### config.mk
export PLATFORM = sky130hd
export DESIGN_NAME = inst_fetch_unit_flat
export DESIGN_NICKNAME = d
export VERILOG_FILES = /design/src/rtl/inst_fetch_unit_if.sv /design/src/rtl/inst_fetch_unit.sv /design/src/flat_wrapper.sv
export SDC_FILE = /design/constraint.sdc
export NUM_CORES = 1
export LEC_CHECK = 0
export CORE_AREA = 2 2 169 171
export DETAILED_ROUTE_END_ITERATION = 8
export DIE_AREA = 0 0 171 173
export PLACE_DENSITY_LB_ADDON = 0.2
export SETUP_SLACK_MARGIN = 0.4
export SKIP_LAST_GASP = 1
export SYNTH_ARGS = -nofsm -noshare
export SYNTH_HDL_FRONTEND = slang
export SYNTH_SLANG_ARGS = --single-unit
### constraint.sdc
create_clock -name clk -period 3.1 [get_ports clk]
set_input_delay 0.62 -clock clk [delete_from_list [all_inputs] [get_ports clk]]
set_output_delay 0.62 -clock clk [all_outputs]
set_load 0.01 [all_outputs]
### src/rtl/inst_fetch_unit_if.sv
// Core-side fetch handshake and byte-wide instruction memory bus of the fetch unit.
interface inst_fetch_unit_if #(
    parameter int ADDR_W = 17
);
    logic              req_i;
    logic [31:0]       addr_i;
    logic              flush_i;
    logic [31:0]       inst_o;
    logic              inst_valid_o;
    logic              busy_o;
    logic [ADDR_W-1:0] mem_a_o;
    logic              mem_rd_o;
    logic [7:0]        mem_din_i;

    // Fetch unit side
    modport slave (
        input  req_i, addr_i, flush_i, mem_din_i,
        output inst_o, inst_valid_o, busy_o, mem_a_o, mem_rd_o
    );

    // Core / memory side
    modport master (
        output req_i, addr_i, flush_i, mem_din_i,
        input  inst_o, inst_valid_o, busy_o, mem_a_o, mem_rd_o
    );
endinterface

### src/rtl/inst_fetch_unit.sv
// Instruction fetch unit: turns a 32-bit word fetch into four byte reads on an
// 8-bit instruction bus, assembles the little-endian word, and keeps a
// one-entry word buffer so a repeated fetch of the same word returns in one cycle.
module inst_fetch_unit #(
    parameter int ADDR_W = 17,
    parameter int INST_W = 32
) (
    input  logic               clk,
    input  logic               rst,
    inst_fetch_unit_if.slave   bus
);
    typedef enum logic [1:0] {IDLE, ISSUE, DRAIN, DONE} state_t;

    state_t            state;
    logic [1:0]        k;
    logic [31:2]       base_q;
    logic [INST_W-1:0] word_acc;
    logic              buf_valid;
    logic [31:2]       buf_addr;
    logic [INST_W-1:0] buf_data;
    logic [INST_W-1:0] inst_q;
    logic              inst_valid_q;
    logic              busy_q;
    logic [ADDR_W-1:0] mem_a_q;
    logic              mem_rd_q;

    logic              accept;
    logic              hit;
    logic [INST_W-1:0] assembled;
    logic              unused_addr_lsbs;

    assign accept           = bus.req_i && !bus.flush_i;
    assign hit              = buf_valid && (bus.addr_i[31:2] == buf_addr);
    // Bytes arrive lowest first and shift down, so the last byte lands on top.
    assign assembled        = {bus.mem_din_i, word_acc[INST_W-1:8]};
    assign unused_addr_lsbs = ^bus.addr_i[1:0];

    assign bus.inst_o       = inst_q;
    assign bus.inst_valid_o = inst_valid_q;
    assign bus.busy_o       = busy_q;
    assign bus.mem_a_o      = mem_a_q;
    assign bus.mem_rd_o     = mem_rd_q;

    // Fetch FSM: byte issue/capture sequencing, word buffer and registered outputs.
    always_ff @(posedge clk) begin
        if (rst) begin
            state        <= IDLE;
            k            <= 2'd0;
            base_q       <= '0;
            word_acc     <= '0;
            buf_valid    <= 1'b0;
            buf_addr     <= '0;
            buf_data     <= '0;
            inst_q       <= '0;
            inst_valid_q <= 1'b0;
            busy_q       <= 1'b0;
            mem_a_q      <= '0;
            mem_rd_q     <= 1'b0;
        end else begin
            inst_valid_q <= 1'b0;
            case (state)
                IDLE: begin
                    if (accept) begin
                        if (hit) begin
                            inst_q       <= buf_data;
                            inst_valid_q <= 1'b1;
                        end else begin
                            base_q   <= bus.addr_i[31:2];
                            mem_a_q  <= {bus.addr_i[ADDR_W-1:2], 2'b00};
                            mem_rd_q <= 1'b1;
                            busy_q   <= 1'b1;
                            k        <= 2'd0;
                            state    <= ISSUE;
                        end
                    end
                end
                ISSUE: begin
                    if (bus.flush_i) begin
                        mem_rd_q <= 1'b0;
                        busy_q   <= 1'b0;
                        state    <= IDLE;
                    end else begin
                        // Data on the bus belongs to the address issued last cycle;
                        // nothing valid is there yet while the first byte is issued.
                        if (k != 2'd0) begin
                            word_acc <= assembled;
                        end
                        if (k == 2'd3) begin
                            mem_rd_q <= 1'b0;
                            state    <= DRAIN;
                        end else begin
                            k       <= k + 2'd1;
                            mem_a_q <= {base_q[ADDR_W-1:2], k + 2'd1};
                        end
                    end
                end
                DRAIN: begin
                    if (bus.flush_i) begin
                        busy_q <= 1'b0;
                        state  <= IDLE;
                    end else begin
                        inst_q       <= assembled;
                        inst_valid_q <= 1'b1;
                        buf_valid    <= 1'b1;
                        buf_addr     <= base_q;
                        buf_data     <= assembled;
                        state        <= DONE;
                    end
                end
                DONE: begin
                    // The pulse and buffer update already happened; a flush here
                    // changes nothing, the core simply drops the word.
                    busy_q <= 1'b0;
                    state  <= IDLE;
                end
                default: begin
                    busy_q   <= 1'b0;
                    mem_rd_q <= 1'b0;
                    state    <= IDLE;
                end
            endcase
        end
    end
endmodule

### src/flat_wrapper.sv
// flat-port wrapper written by rule: the top's interface ports become plain ports
module inst_fetch_unit_flat 
#(
    parameter int ADDR_W = 17,
    parameter int INST_W = 32
)
  (clk, rst, bus_req_i, bus_addr_i, bus_flush_i, bus_mem_din_i, bus_inst_o, bus_inst_valid_o, bus_busy_o, bus_mem_a_o, bus_mem_rd_o);
  inst_fetch_unit_if #(.ADDR_W(ADDR_W)) bus_i ();
  input  logic clk;
  input  logic rst;
  input wire logic [$bits(bus_i.req_i)-1:0] bus_req_i;
  input wire logic [$bits(bus_i.addr_i)-1:0] bus_addr_i;
  input wire logic [$bits(bus_i.flush_i)-1:0] bus_flush_i;
  input wire logic [$bits(bus_i.mem_din_i)-1:0] bus_mem_din_i;
  output wire logic [$bits(bus_i.inst_o)-1:0] bus_inst_o;
  output wire logic [$bits(bus_i.inst_valid_o)-1:0] bus_inst_valid_o;
  output wire logic [$bits(bus_i.busy_o)-1:0] bus_busy_o;
  output wire logic [$bits(bus_i.mem_a_o)-1:0] bus_mem_a_o;
  output wire logic [$bits(bus_i.mem_rd_o)-1:0] bus_mem_rd_o;
  assign bus_i.req_i = bus_req_i;
  assign bus_i.addr_i = bus_addr_i;
  assign bus_i.flush_i = bus_flush_i;
  assign bus_i.mem_din_i = bus_mem_din_i;
  assign bus_inst_o = bus_i.inst_o;
  assign bus_inst_valid_o = bus_i.inst_valid_o;
  assign bus_busy_o = bus_i.busy_o;
  assign bus_mem_a_o = bus_i.mem_a_o;
  assign bus_mem_rd_o = bus_i.mem_rd_o;
  inst_fetch_unit #(.ADDR_W(ADDR_W), .INST_W(INST_W)) u_core (.clk(clk), .rst(rst), .bus(bus_i));
endmodule
==> results.ini <==
[yosys]
synth_edf_count=0
ys_ff_latch=171
synthCells=809
synth_common_cells=176 x nand2_1, 171 x dfxtp_1, 91 x a21oi_1
synth_most_common_cell=nand2_1
ys_types=36
synth_area_leaders=dfxtp_1 48%, nand2_1 9.2%, mux2i_1 9.1%
syn_area_per_cell_sq_um=8.85
yosysTopAreaCell=dfxtp_1
netlist_area_sq_mm=0.00716
ys_warn_count=0
synth_seq_area_share_pct=47.8
async_flop_share_pct=0
syn-num-nets=859
synth_top_area_share_pct=47.8
ys.flop_type=dfxtp_1

[clock_network]
cts-root-buf=clkbuf_16
htree_num_levels=4
cts.path.max_buffers=2
path_clk_slew_ps=80
numCtsBuffers=17
cts_sinks=171
cts_resized=0
cts_hold_buf=0
clk_latency_ps=430
post_cts_buffers=0
cts_tree=built

[worst_setup_path]
end_kind=flop
critPathKind=in -> reg
crit_fanout=26
r2r_start=u_core.state[1]$_SDFFE_PP0P_
arrival_ps=2790
start_kind=input pin
required_ps=3440
crit_start=bus_addr_i[12]

[run]
cap_violations=0

[detailed_routing]
drc=0
first_iter_violations=296
wirelength_um=18200
routedWlPerCell_um=14.4
viasPerCell=4.40
firstDrtPassIters=4
vias=5573
ant_nets=0

[finish]
final_cells=1267
drive_gt1_share_pct=10.3
fill_cells=2906
area_growth_pct=28.0
seqCellArea_sq_mm=0.00342
final_util_pct=33.2
nets=926
diodes=0
multi_input_area_sq_mm=0.00346

[sta]
final_max_slew_viol_count=0
rsz0062_at_grt=no
worst_slew_pin_slew_ps=967
clock_skew_ps=14.2
finalCritPeriodShare_pct=78.9
setup_viol=0
hold_viol=0
min_period_ps=2450
tns_ps=0
slew_headroom_pct=35.5
fmax_mhz=409

[floorplan]
row_count=61
dieArea_sq_mm=0.0296
ios=96
die_height_um=173
die_w_um=171
initial_utilization_pct=25.9
core_sq_mm=0.0276

[power_and_ir_drop]
total_leakage_power_nw=2.85
pwr_density_cell_mw_per_mm2=581
power_frac_comb_pct=13.7
seqPwrFrac_pct=43.9
vdd_drop_max_mv=0.248
power_switching_w=0.00146
swShare_pct=27.4
clock_power_share_pct=42.4
intPower_w=0.00387

[global_route]
grt_pass1_vias=5317
grt-ovfl-total=0
grt_max_degree=97
track_usage_pct=12.6
antenna_found_initial=0
grt_pass1_wl_um=29300

[placed_design]
portBuffers=93
gp_congestion=0.729
hpwlAfterDp_um=11200
dp.cells=1235

[run_status]
outcome=completed

[worst_hold_path]
hold_start=u_core.buf_data[7]$_SDFFE_PP0P_
min-delay-path-class=reg -> reg

routing by layer:
layer  share of wire, %  routed length [um]  track usage (%)  vias up
met5                  0                   0                0        -
met1                 48                8700             16.2     2594
met2                 47                8560             20.1       94
met3                4.1                 740             3.64       12
li1                   -                   -                -     2873
met4                1.1                 206             3.99        0
final cells by class:
class                      count  share of cell area [%]
multi-input combinational    569                    37.7
clock buffer                  17                    4.64
clock inverter                15                    2.20
sequential                   171                    37.4
timing repair buffer         112                    12.7
inverter                       5                   0.205
tap                          378                    5.16
worst paths after layout:
check	endpoint	slack, ps	cells past startpoint
min	u_core.buf_data[7]$_SDFFE_PP0P_	450	2
max reg2reg	u_core.bus.mem_a_o[1]$_SDFFE_PP0P_	780	7
max	u_core.bus.inst_o[1]$_SDFFE_PP0P_	650	8
min reg2reg	u_core.buf_data[7]$_SDFFE_PP0P_	450	2
stage by stage:
stage               total power [W]  setup WS, ps  hold WS [ps]  cell area [sq um]
finish                      0.00533           654           455               9160
global route                0.00558           439           467               9160
CTS                         0.00541           611           456               9160
detailed placement          0.00313           166           443               8540
global placement            0.00313           184           439               8540
floorplan                   0.00282          1010           431               7160
power groups by stage:
stage | combinational (W) | clock [W] | sequential (W)
3_5_place_dp | 0.000737 | 0 | 0.00239
5_1_grt | 0.000804 | 0.00242 | 0.00235
2_1_floorplan | 0.000420 | 0 | 0.00240
6_report | 0.000728 | 0.00226 | 0.00234
3_3_place_gp | 0.000738 | 0 | 0.00239
4_1_cts | 0.000740 | 0.00233 | 0.00234
layout by cell type (no fill, tap or decap), types with 3 or more instances in the layout:
master / n
nand2b_1: 6
nand3_1: 4
nand2_1: 176
a221oi_1: 15
buf_12: 7
nor3_1: 31
buf_4: 12
inv_8: 4
clkinv_8: 3
a21oi_1: 91
a211oi_2: 28
inv_1: 5
clkdlybuf4s50_1: 92
nand4_1: 7
dfxtp_1: 171
clkbuf_16: 17
nor2_1: 65
mux2i_1: 65
a211oi_1: 4
ha_1: 5
inv_6: 3
nor2b_1: 17
xnor2_1: 30
cells by family (layout without fill, tap and decap cells):
logic type	Yosys count	in the layout	synth area share, %
flip-flops	171	171	47.8
multiplexers	65	65	9.09
XOR/XNOR	30	30	3.67
buffers and inverters	69	149	4.37
AO/OA/AOI/OAI	150	150	14.7
adder cells (fa/ha/maj)	6	6	1.05
AND/OR/NAND/NOR	318	318	19.3
critical path, cell delays in order:
cell             delay [ps]
clkdlybuf4s50_1         480
xnor2_1                 330
nand4_1                 200
nor4_4                  400
a31o_4                  290
buf_12                  190
nor2_1                   50
a211oi_1                200
registers in the layout, indices dropped and copies added, names as in the netlist:
signal / flops
u_core.bus.mem_rd_o: 1
u_core.buf_data: 32
u_core.state: 2
u_core.buf_valid: 1
u_core.bus.busy_o: 1
u_core.word_acc: 24
u_core.bus.mem_a_o: 17
u_core.buf_addr: 30
u_core.bus.inst_valid_o: 1
u_core.bus.inst_o: 32
u_core.base_q: 30
No activity file was read; power rests on OpenSTA's default activity.
